File: config.mk
export PLATFORM = sky130hd
export DESIGN_NAME = cpu_clk_ctrl_flat
export DESIGN_NICKNAME = d
export VERILOG_FILES = /design/src/rtl/cpu_clk_ctrl_if.sv /design/src/rtl/cpu_clk_ctrl.sv /design/src/flat_wrapper.sv
export SDC_FILE = /design/constraint.sdc
export NUM_CORES = 1
export LEC_CHECK = 0
export BUFFER_PORTS_ARGS = -buffer_cell sky130_fd_sc_hd__buf_2
export CAP_MARGIN = 20
export CORE_UTILIZATION = 55
export CTS_CLUSTER_SIZE = 40
export DETAILED_ROUTE_END_ITERATION = 10
export PLACE_DENSITY = 0.73
export RECOVER_POWER = 25
export SYNTH_ARGS = -nofsm -noshare
export SYNTH_HDL_FRONTEND = slang
export SYNTH_SLANG_ARGS = --single-unit
File: constraint.sdc
create_clock -name clk -period 3.3 [get_ports clk]
set_clock_uncertainty 0.2 [all_clocks]
set_input_delay 0.825 -clock clk [delete_from_list [all_inputs] [get_ports clk]]
set_output_delay 0.825 -clock clk [all_outputs]
set_load 0.005 [all_outputs]
File: src/rtl/cpu_clk_ctrl_if.sv
// Bus between the run/step/halt controller and the logic around it:
// the slow clock, the operator controls, the CPU halt flag and the
// clock-enable and status outputs.
interface cpu_clk_ctrl_if #(
    parameter int CNT_W = 16
);
    logic             dclk;
    logic             run_sw;
    logic             step_btn;
    logic             hlt;
    logic             cpu_en;
    logic             running;
    logic             halted;
    logic [CNT_W-1:0] cycle_cnt;

    modport master (
        output dclk, run_sw, step_btn, hlt,
        input  cpu_en, running, halted, cycle_cnt
    );

    modport slave (
        input  dclk, run_sw, step_btn, hlt,
        output cpu_en, running, halted, cycle_cnt
    );
endinterface

File: src/rtl/cpu_clk_ctrl.sv
// Run/step/halt controller for the 8-bit processor. Each rising edge of
// the slow clock dclk becomes a single-cycle cpu_en pulse, gated by the
// run switch, a debounced single-step button and the CPU halt flag.
// The number of pulses issued is counted in a wrapping counter.
module cpu_clk_ctrl #(
    parameter int DEBOUNCE_CYCLES = 1000000,
    parameter int CNT_W           = 16
) (
    input  logic           clk,
    input  logic           rst,
    cpu_clk_ctrl_if.slave  bus
);
    localparam int DB_W = (DEBOUNCE_CYCLES > 1) ? $clog2(DEBOUNCE_CYCLES) : 1;
    localparam logic [DB_W-1:0] DB_LAST = DB_W'(DEBOUNCE_CYCLES - 1);

    typedef enum logic [1:0] {
        IDLE   = 2'd0,
        RUN    = 2'd1,
        STEP   = 2'd2,
        HALTED = 2'd3
    } state_t;

    state_t            state;
    logic [1:0]        run_sync;
    logic [1:0]        step_sync;
    logic              dclk_q;
    logic [DB_W-1:0]   db_cnt;
    logic              step_db;
    logic              step_db_q;
    logic              cpu_en_r;
    logic              running_r;
    logic              halted_r;
    logic [CNT_W-1:0]  cnt_r;

    logic run_s;
    logic step_s;
    logic tick;
    logic step_req;

    assign run_s    = run_sync[1];
    assign step_s   = step_sync[1];
    assign tick     = bus.dclk & ~dclk_q;
    assign step_req = step_db & ~step_db_q;

    assign bus.cpu_en    = cpu_en_r;
    assign bus.running   = running_r;
    assign bus.halted    = halted_r;
    assign bus.cycle_cnt = cnt_r;

    // Synchronise the operator inputs and remember last dclk; dclk_q resets
    // high so a dclk already high at reset release is not seen as a rise.
    always_ff @(posedge clk) begin
        if (rst) begin
            run_sync  <= 2'b00;
            step_sync <= 2'b00;
            dclk_q    <= 1'b1;
        end else begin
            run_sync  <= {run_sync[0], bus.run_sw};
            step_sync <= {step_sync[0], bus.step_btn};
            dclk_q    <= bus.dclk;
        end
    end

    // Accept a new button level only after it has differed from the current
    // accepted level for DEBOUNCE_CYCLES consecutive samples.
    always_ff @(posedge clk) begin
        if (rst) begin
            db_cnt    <= '0;
            step_db   <= 1'b0;
            step_db_q <= 1'b0;
        end else begin
            step_db_q <= step_db;
            if (step_s == step_db) begin
                db_cnt <= '0;
            end else if (db_cnt == DB_LAST) begin
                step_db <= step_s;
                db_cnt  <= '0;
            end else begin
                db_cnt <= db_cnt + DB_W'(1);
            end
        end
    end

    // Mode FSM with registered pulse, status flags and pulse counter.
    always_ff @(posedge clk) begin
        if (rst) begin
            state     <= IDLE;
            cpu_en_r  <= 1'b0;
            running_r <= 1'b0;
            halted_r  <= 1'b0;
            cnt_r     <= '0;
        end else begin
            cpu_en_r <= 1'b0;
            case (state)
                IDLE: begin
                    if (bus.hlt) begin
                        state    <= HALTED;
                        halted_r <= 1'b1;
                    end else if (run_s) begin
                        state     <= RUN;
                        running_r <= 1'b1;
                    end else if (step_req) begin
                        state <= STEP;
                    end
                end
                RUN: begin
                    if (bus.hlt) begin
                        state     <= HALTED;
                        running_r <= 1'b0;
                        halted_r  <= 1'b1;
                    end else if (!run_s) begin
                        state     <= IDLE;
                        running_r <= 1'b0;
                    end else if (tick) begin
                        cpu_en_r <= 1'b1;
                        cnt_r    <= cnt_r + CNT_W'(1);
                    end
                end
                STEP: begin
                    if (bus.hlt) begin
                        state    <= HALTED;
                        halted_r <= 1'b1;
                    end else if (tick) begin
                        cpu_en_r <= 1'b1;
                        cnt_r    <= cnt_r + CNT_W'(1);
                        state    <= IDLE;
                    end
                end
                default: begin
                    state <= HALTED;
                end
            endcase
        end
    end
endmodule

File: src/flat_wrapper.sv
// flat-port wrapper written by rule: the top's interface ports become plain ports
module cpu_clk_ctrl_flat 
#(
    parameter int DEBOUNCE_CYCLES = 1000000,
    parameter int CNT_W           = 16
)
  (clk, rst, bus_dclk, bus_run_sw, bus_step_btn, bus_hlt, bus_cpu_en, bus_running, bus_halted, bus_cycle_cnt);
  cpu_clk_ctrl_if #(.CNT_W(CNT_W)) bus_i ();
  input  logic clk;
  input  logic rst;
  input wire logic [$bits(bus_i.dclk)-1:0] bus_dclk;
  input wire logic [$bits(bus_i.run_sw)-1:0] bus_run_sw;
  input wire logic [$bits(bus_i.step_btn)-1:0] bus_step_btn;
  input wire logic [$bits(bus_i.hlt)-1:0] bus_hlt;
  output wire logic [$bits(bus_i.cpu_en)-1:0] bus_cpu_en;
  output wire logic [$bits(bus_i.running)-1:0] bus_running;
  output wire logic [$bits(bus_i.halted)-1:0] bus_halted;
  output wire logic [$bits(bus_i.cycle_cnt)-1:0] bus_cycle_cnt;
  assign bus_i.dclk = bus_dclk;
  assign bus_i.run_sw = bus_run_sw;
  assign bus_i.step_btn = bus_step_btn;
  assign bus_i.hlt = bus_hlt;
  assign bus_cpu_en = bus_i.cpu_en;
  assign bus_running = bus_i.running;
  assign bus_halted = bus_i.halted;
  assign bus_cycle_cnt = bus_i.cycle_cnt;
  cpu_clk_ctrl #(.DEBOUNCE_CYCLES(DEBOUNCE_CYCLES), .CNT_W(CNT_W)) u_core (.clk(clk), .rst(rst), .bus(bus_i));
endmodule
==> results of run 1 <==
[logic make-up after synthesis]
group | Yosys count | share of synthesized area (%)
DFF | 48 | 43.2
xor gates and xnor gates | 23 | 9.06
and+or+nand+nor | 115 | 28.1
buffers and inverters | 19 | 3.94
AOI/OAI and AO/OA | 32 | 9.74
adders and majority gates | 6 | 3.38
muxes | 5 | 2.59
[cell type report]
type | instances | area (um2) | share of cell area [%]
clock buffer | 8 | 90.1 | 3.66
inverter | 13 | 48.8 | 1.98
multi-input combinational | 181 | 1170 | 47.8
sequential | 48 | 961 | 39.1
tap | 48 | 60.1 | 2.44
timing repair buffer | 25 | 124 | 5.04
[sequential cells by signal, indices dropped and copies added, names as in the netlist]
name                  count
u_core.step_db            1
u_core.bus.cpu_en         1
u_core.step_sync          2
u_core.db_cnt            20
u_core.state              2
u_core.bus.cycle_cnt     16
u_core.dclk_q             1
u_core.bus.halted         1
u_core.run_sync           2
u_core.step_db_q          1
u_core.bus.running        1
[cells in the final DEF, fill, tap and decap left out, drive strengths merged, types with 8 or more instances in the layout]
cell    instances
nor2           39
nand3          13
nand2           9
clkbuf         10
dfxtp          48
xnor2          16
buf            23
inv            13
nor4            8
nand4          10
a21oi          13
[Yosys cell counts, types with 2 or more instances]
master | n | area share [%]
nor2b_1 | 7 | 2.0
or2_2 | 2 | 0.56
dfxtp_1 | 48 | 43
nand2b_1 | 2 | 0.56
mux2_2 | 2 | 1.0
o221ai_1 | 4 | 1.6
xor2_1 | 7 | 2.8
mux2i_1 | 2 | 0.90
or4_1 | 2 | 0.68
nand4_1 | 10 | 2.8
buf_6 | 2 | 1.0
nor4b_1 | 2 | 0.79
o21ai_0 | 4 | 0.90
clkbuf_1 | 3 | 0.51
nand2_1 | 9 | 1.5
a31o_2 | 2 | 0.79
xnor2_1 | 16 | 6.3
o311a_2 | 2 | 1.0
o31ai_1 | 2 | 0.68
inv_1 | 13 | 2.2
nor2_1 | 39 | 6.6
and3_1 | 5 | 1.4
nor3_1 | 7 | 1.6
ha_1 | 6 | 3.4
a21oi_1 | 13 | 2.9
nand3_1 | 12 | 2.7
nor4_1 | 7 | 2.0
[power groups by stage]
stage                     registers (mW)  clock network (mW)  logic [mW]
after floorplan                    0.621                   0       0.143
after global placement             0.624                   0       0.174
after detailed placement           0.624                   0       0.174
after CTS                          0.611               0.366       0.175
after global routing               0.613               0.390       0.196
final                              0.610               0.353       0.176
[worst register-to-register path, cell delays in order, from the launching register on]
cell and delay [ps]:
dfxtp_1 380, inv_1 80, ha_1 250, mux2i_1 250, nor4_4 540, nand3_2 140, mux2_4 300
[stage by stage]
step                power (mW)  setup slack (ps)  std cells  hold slack, ps
finish                    1.14               770        323             257
global route              1.20               613        323             280
CTS                       1.15               932        323             255
detailed placement       0.799               615        315             227
global placement         0.798               635        315             218
floorplan                0.764               693        248             214
[how the worst max path moves through the flow]
stage          startpoint                               endpoint  depth (start not counted)
2_1_floorplan     bus_hlt   u_core.bus.cycle_cnt[9]$_SDFFE_PP0P_                          6
4_1_cts           bus_hlt   u_core.bus.cycle_cnt[9]$_SDFFE_PP0P_                          5
3_3_place_gp      bus_hlt   u_core.bus.cycle_cnt[9]$_SDFFE_PP0P_                          5
5_1_grt               rst  u_core.bus.cycle_cnt[13]$_SDFFE_PP0P_                          5
6_report              rst  u_core.bus.cycle_cnt[13]$_SDFFE_PP0P_                          5
3_5_place_dp      bus_hlt   u_core.bus.cycle_cnt[9]$_SDFFE_PP0P_                          5
[per-layer routing]
layer	GRT usage [%]	part of all wire [%]	wire length, um	up-vias
met5	0	0	0	-
met4	8.15	1.8	72	0
met3	4.17	3.8	153	7
met2	34.0	42	1680	31
met1	27.3	52	2090	826
li1	-	-	-	927
==> flow_summary.yaml, run 1 <==
route:
  drt_iter0_markers: 91
  wl_per_cell_um: 12.4
  via_count: 1791
  drtPass1Iterations: 4
  drc_errors: 0
  ant_nets: 0
  wirelength_um: 4000
  avgViaCountPerCell: 5.54
flow_run:
  drv_cap: 0
clocking:
  cts-hold-fix-buffers: 0
  clkSinkCount: 48
  clock_latency_ps: 300
  cts_tree: "built"
  cts_buffer_depth: 2
  root_buffer: "clkbuf_8"
  ctsResizeCount: 0
  path_clk_slew_ps: 80
  ctsHtreeMaxLevel: 2
  cts_setup_buffers: 0
  cts_made_buffers: 5
critical_path:
  worstReg2RegEnd: "u_core.bus.cycle_cnt[9]$_SDFFE_PP0P_"
  regToRegSetupSlack_ps: 1050
  path_max_fanout: 30
  crit_slowest_cell: "clkbuf_1"
  critPathMaxStageDelay_ps: 900
  crit-reg2reg-launch: "u_core.state[1]$_SDFFE_PP0P_"
  crit_path_end_kind: "register"
  crit_path_cell_trace: "clkbuf_1, inv_1, nand2_1, a21oi_1, a31o_2"
  startpoint_type: "input port"
  path_buf_inv: 2
  critPathArrivalTime_ps: 2530
  crit_type: "in -> reg"
  worstRegToRegCells: 6
  cp_top_family: "buffers and inverters"
  crit_required_ps: 3300
power:
  p_sw_uw: 298
  switching_share_pct: 26.1
  p_leak_nw: 0.888
  power_density_mw_per_mm2: 464
  p_seq_share_pct: 53.5
  pwr-share-comb_pct: 15.5
  p_clk_share_pct: 31.0
  ir_drop_v: 0.000343
  internal-power_uw: 842
layout:
  fin_util_pct: 65.2
  drive_above_1_share_pct: 15.6
  fillers: 320
  nets: 286
  area_delta_synth_final_pct: 10.6
  n_antenna_cell: 0
  final_area_mm2: 0.00246
yosys:
  syn_avg_cell_area_um2: 8.97
  synth-seq-area-share_pct: 43.2
  syn-cell-area_mm2: 0.00222
  synth_top_flop_cell: "dfxtp_1"
  yosysUniqueCellTypes: 45
  syn-num-nets: 260
  yosys_warnings: 0
  ys_ff_latch: 48
  postSynth.asyncResetShare_pct: 0
  netlist_instances: 248
  synth-edff-count: 0
timing:
  rsz0062_at_grt: "false"
  fin_crit_sh_pct: 76.7
  hold_viol_final: 0
  setup_viol: 0
  slew-limit-headroom_pct: 16.2
  period_needed_ps: 2530
  maxSlewViolCount: 0
  fmax_mhz: 395
  tns_ps: 0
  tightest_slew_ps: 1260
placement:
  detailed_place_hpwl_um: 2830
  placed_area_mm2: 0.00237
  port_buffers: 24
  place_congestion: 0.804
floorplanning:
  die_w_um: 65.6
  start_util_pct: 59.0
  io_pins: 25
  core_mm2: 0.00377
  fp.dieH_um: 65.6
  die-area_mm2: 0.00430
  rows: 22
global_route:
  grt_max_degree: 31
  grt_pass1_wl_um: 7010
  antenna_found_initial: 0
  grt_util_all_layers_pct: 21.0
  overflow: 0
  grt_pass1_vias: 1628
min_path:
  min_delay_path_depth: 1
  min_to: "u_core.run_sync[1]$_SDFF_PP0_"
  holdCritPathClass: "reg -> reg"
  hold_start: "u_core.run_sync[0]$_SDFF_PP0_"
run_status:
  status: "completed"
Power figures use the tool's default switching activity.
==> run 2: changes to the inputs <==
- ABC_AREA: not set -> 1
- CORE_UTILIZATION: 55 -> 52
- PLACE_DENSITY: 0.73 -> 0.72
- clock period: 3.3 -> 2.09 ns (I/O delays scaled with it)
==> run 2 against run 1 <==
  * Combinational power grew 86%
  * Non-clock buffer count grew 2
  * Largest cell class unchanged
  * Synthesized cell count grew 45%
  * Final area grew 9.7%
==> flow_summary.yaml, run 2 <==
route:
  wl_met3_um: 213
  avgViaCountPerCell: 4.96
  ant_nets: 0
  drt_iter0_markers: 128
  wirelength_um: 4700
  wl_per_cell_um: 10.6
  via_count: 2192
  drtPass1Iterations: 4
  drc_errors: 0
  route.met2.wl_um: 2190
  drt-met1-wl_um: 2270
  top_layer_used: "met4"
placement:
  place_congestion: 0.815
  port_buffers: 24
  pre_cts_ws_ps: 294
  detailed_place_hpwl_um: 3520
floorplanning:
  fp.dieH_um: 70.5
  rows: 24
  die-area_mm2: 0.00497
  die_w_um: 70.5
  start_util_pct: 54.9
  core_mm2: 0.00444
  io_pins: 25
yosys:
  netlist_instances: 360
  syn-num-nets: 372
  yosys_warnings: 0
  synthTopCellsByArea: "dfxtp_1, nand2_1, nor2_1"
  synth-edff-count: 0
  syn-cell-area_mm2: 0.00244
  postSynth.asyncResetShare_pct: 0
  synth_top_area_cell: "dfxtp_1"
  ys_ff_latch: 48
  syn_avg_cell_area_um2: 6.78
  netlist.area_leader.share_pct: 39.4
  yosys.cell_count.top_type: "nand2_1"
  synth-seq-area-share_pct: 39.4
  synthTopCellsByCount: "nand2_1, nor2_1, dfxtp_1"
  yosysUniqueCellTypes: 30
  synth_top_flop_cell: "dfxtp_1"
timing:
  maxSlewViolCount: 0
  slew-limit-headroom_pct: 47.2
  rsz0062_at_grt: "false"
  whs_ps: 207
  fmax_mhz: 542
  period_needed_ps: 1850
  tns_ps: 0
  setup_viol: 0
  tightest_slew_ps: 792
  hold_viol_final: 0
  fin_crit_sh_pct: 88.3
  setup_ws_ps: 245
run_status:
  status: "completed"
clocking:
  clkSinkCount: 48
  ctsResizeCount: 0
  ctsHtreeMaxLevel: 2
  cts_made_buffers: 5
  clock_latency_ps: 300
  cts_buffer_depth: 2
  cts-hold-fix-buffers: 0
  path_clk_slew_ps: 80
  root_buffer: "clkbuf_8"
  cts_setup_buffers: 0
  cts_tree: "built"
critical_path:
  crit_required_ps: 2090
  crit_path_end_kind: "register"
  crit_path_cell_trace: "inv_1, ha_1, inv_2, nor2_1, nor2_1, nand2_4, nor2_1, nand3_1, nand2_1, nor2_1"
  crit_slowest_cell: "dfxtp_1"
  crit_type: "reg -> reg"
  critPathMaxStageDelay_ps: 360
  critPathArrivalTime_ps: 1850
  startpoint_type: "register"
  path_max_fanout: 9
  crit_top_cell: "nor2_1"
layout:
  seqCellArea_um2: 961
  fillers: 423
  multiInputGateArea_mm2: 0.00127
  fin_util_pct: 60.7
  final_common_cell: "nand2_1"
  drive_above_1_share_pct: 12.3
  nets: 401
  area_delta_synth_final_pct: 10.5
  top_register: "u_core.db_cnt"
  n_antenna_cell: 0
  largest_reg_flops: 20
  mostFrequentLayoutCells: "nand2_1, nor2_1, dfxtp_1"
global_route:
  grt_util_all_layers_pct: 20.8
  grt_pass1_wl_um: 8340
  grt_pass1_vias: 1955
  antenna_found_initial: 0
  overflow: 0
  grt_max_degree: 21
power:
  total_power_mw: 1.86
  p_leak_nw: 1.11
  ir_drop_v: 0.000528
  power_density_mw_per_mm2: 691
flow_run:
  drv_cap: 0
min_path:
  holdCritPathClass: "reg -> reg"
==> run 2: changes by cell type after synthesis, moves of 6 or more <==
cell,before,now
nor2b_1,7,0
nor2_1,39,78
nand2_1,9,82
nand3_1,12,24
a21oi_1,13,19
nand2_2,0,6
xnor2_1,16,4
nor4_1,7,0
inv_1,13,44
==> run 2: cells by family after synthesis <==
kind of cell / after synthesis / synth area share, %
AOI/OAI and AO/OA: 31 / 6.97
xor gates and xnor gates: 9 / 3.23
adders and majority gates: 6 / 3.08
buffers and inverters: 52 / 8.62
DFF: 48 / 39.4
and+or+nand+nor: 214 / 38.7
==> run 2: critical path: cells and delay by family, from the launching register on <==
family	cells	cell delay, ps
buffers and inverters	2	170
and+or+nand+nor	7	760
adders and majority gates	1	260
DFF	1	360
==> run 2: cell type report <==
cell class / count / area share (%)
multi-input combinational: 260 / 47.1
sequential: 48 / 35.6
inverter: 47 / 6.54
timing repair buffer: 27 / 5.01
clock buffer: 8 / 3.34
tap: 52 / 2.41
==> run 2: path summary, 6_finish.rpt <==
kind	end	cells past startpoint	slack, ps	from
max	u_core.bus.cycle_cnt[10]$_SDFFE_PP0P_	10	240	u_core.state[1]$_SDFFE_PP0P_
min	u_core.step_sync[1]$_SDFF_PP0_	2	210	u_core.step_sync[0]$_SDFF_PP0_
max reg2reg	u_core.bus.cycle_cnt[10]$_SDFFE_PP0P_	10	240	u_core.state[1]$_SDFFE_PP0P_
min reg2reg	u_core.step_sync[1]$_SDFF_PP0_	2	210	u_core.step_sync[0]$_SDFF_PP0_
==> run 2: per-stage QoR <==
stage	instances	cell area, um2
final	442	2700
after floorplan	360	2440
after CTS	442	2700
after detailed placement	434	2610
after global placement	434	2610
after global routing	442	2700
==> run 2: layer usage <==
| layer | vias to the layer above | global-route usage [%] |
|---|---|---|
| li1 | 1173 | - |
| met1 | 968 | 26.5 |
| met2 | 47 | 35.3 |
| met3 | 4 | 4.91 |
| met4 | 0 | 5.90 |
| met5 | - | 0 |
==> run 2: power breakdown <==
| part | total (mW) | internal (mW) | switching, mW | leakage, nW |
|---|---|---|---|---|
| Clock | 0.566 | 0.270 | 0.296 | 0.0455 |
| Combinational | 0.328 | 0.120 | 0.208 | 0.673 |
| Sequential | 0.969 | 0.945 | 0.0237 | 0.389 |
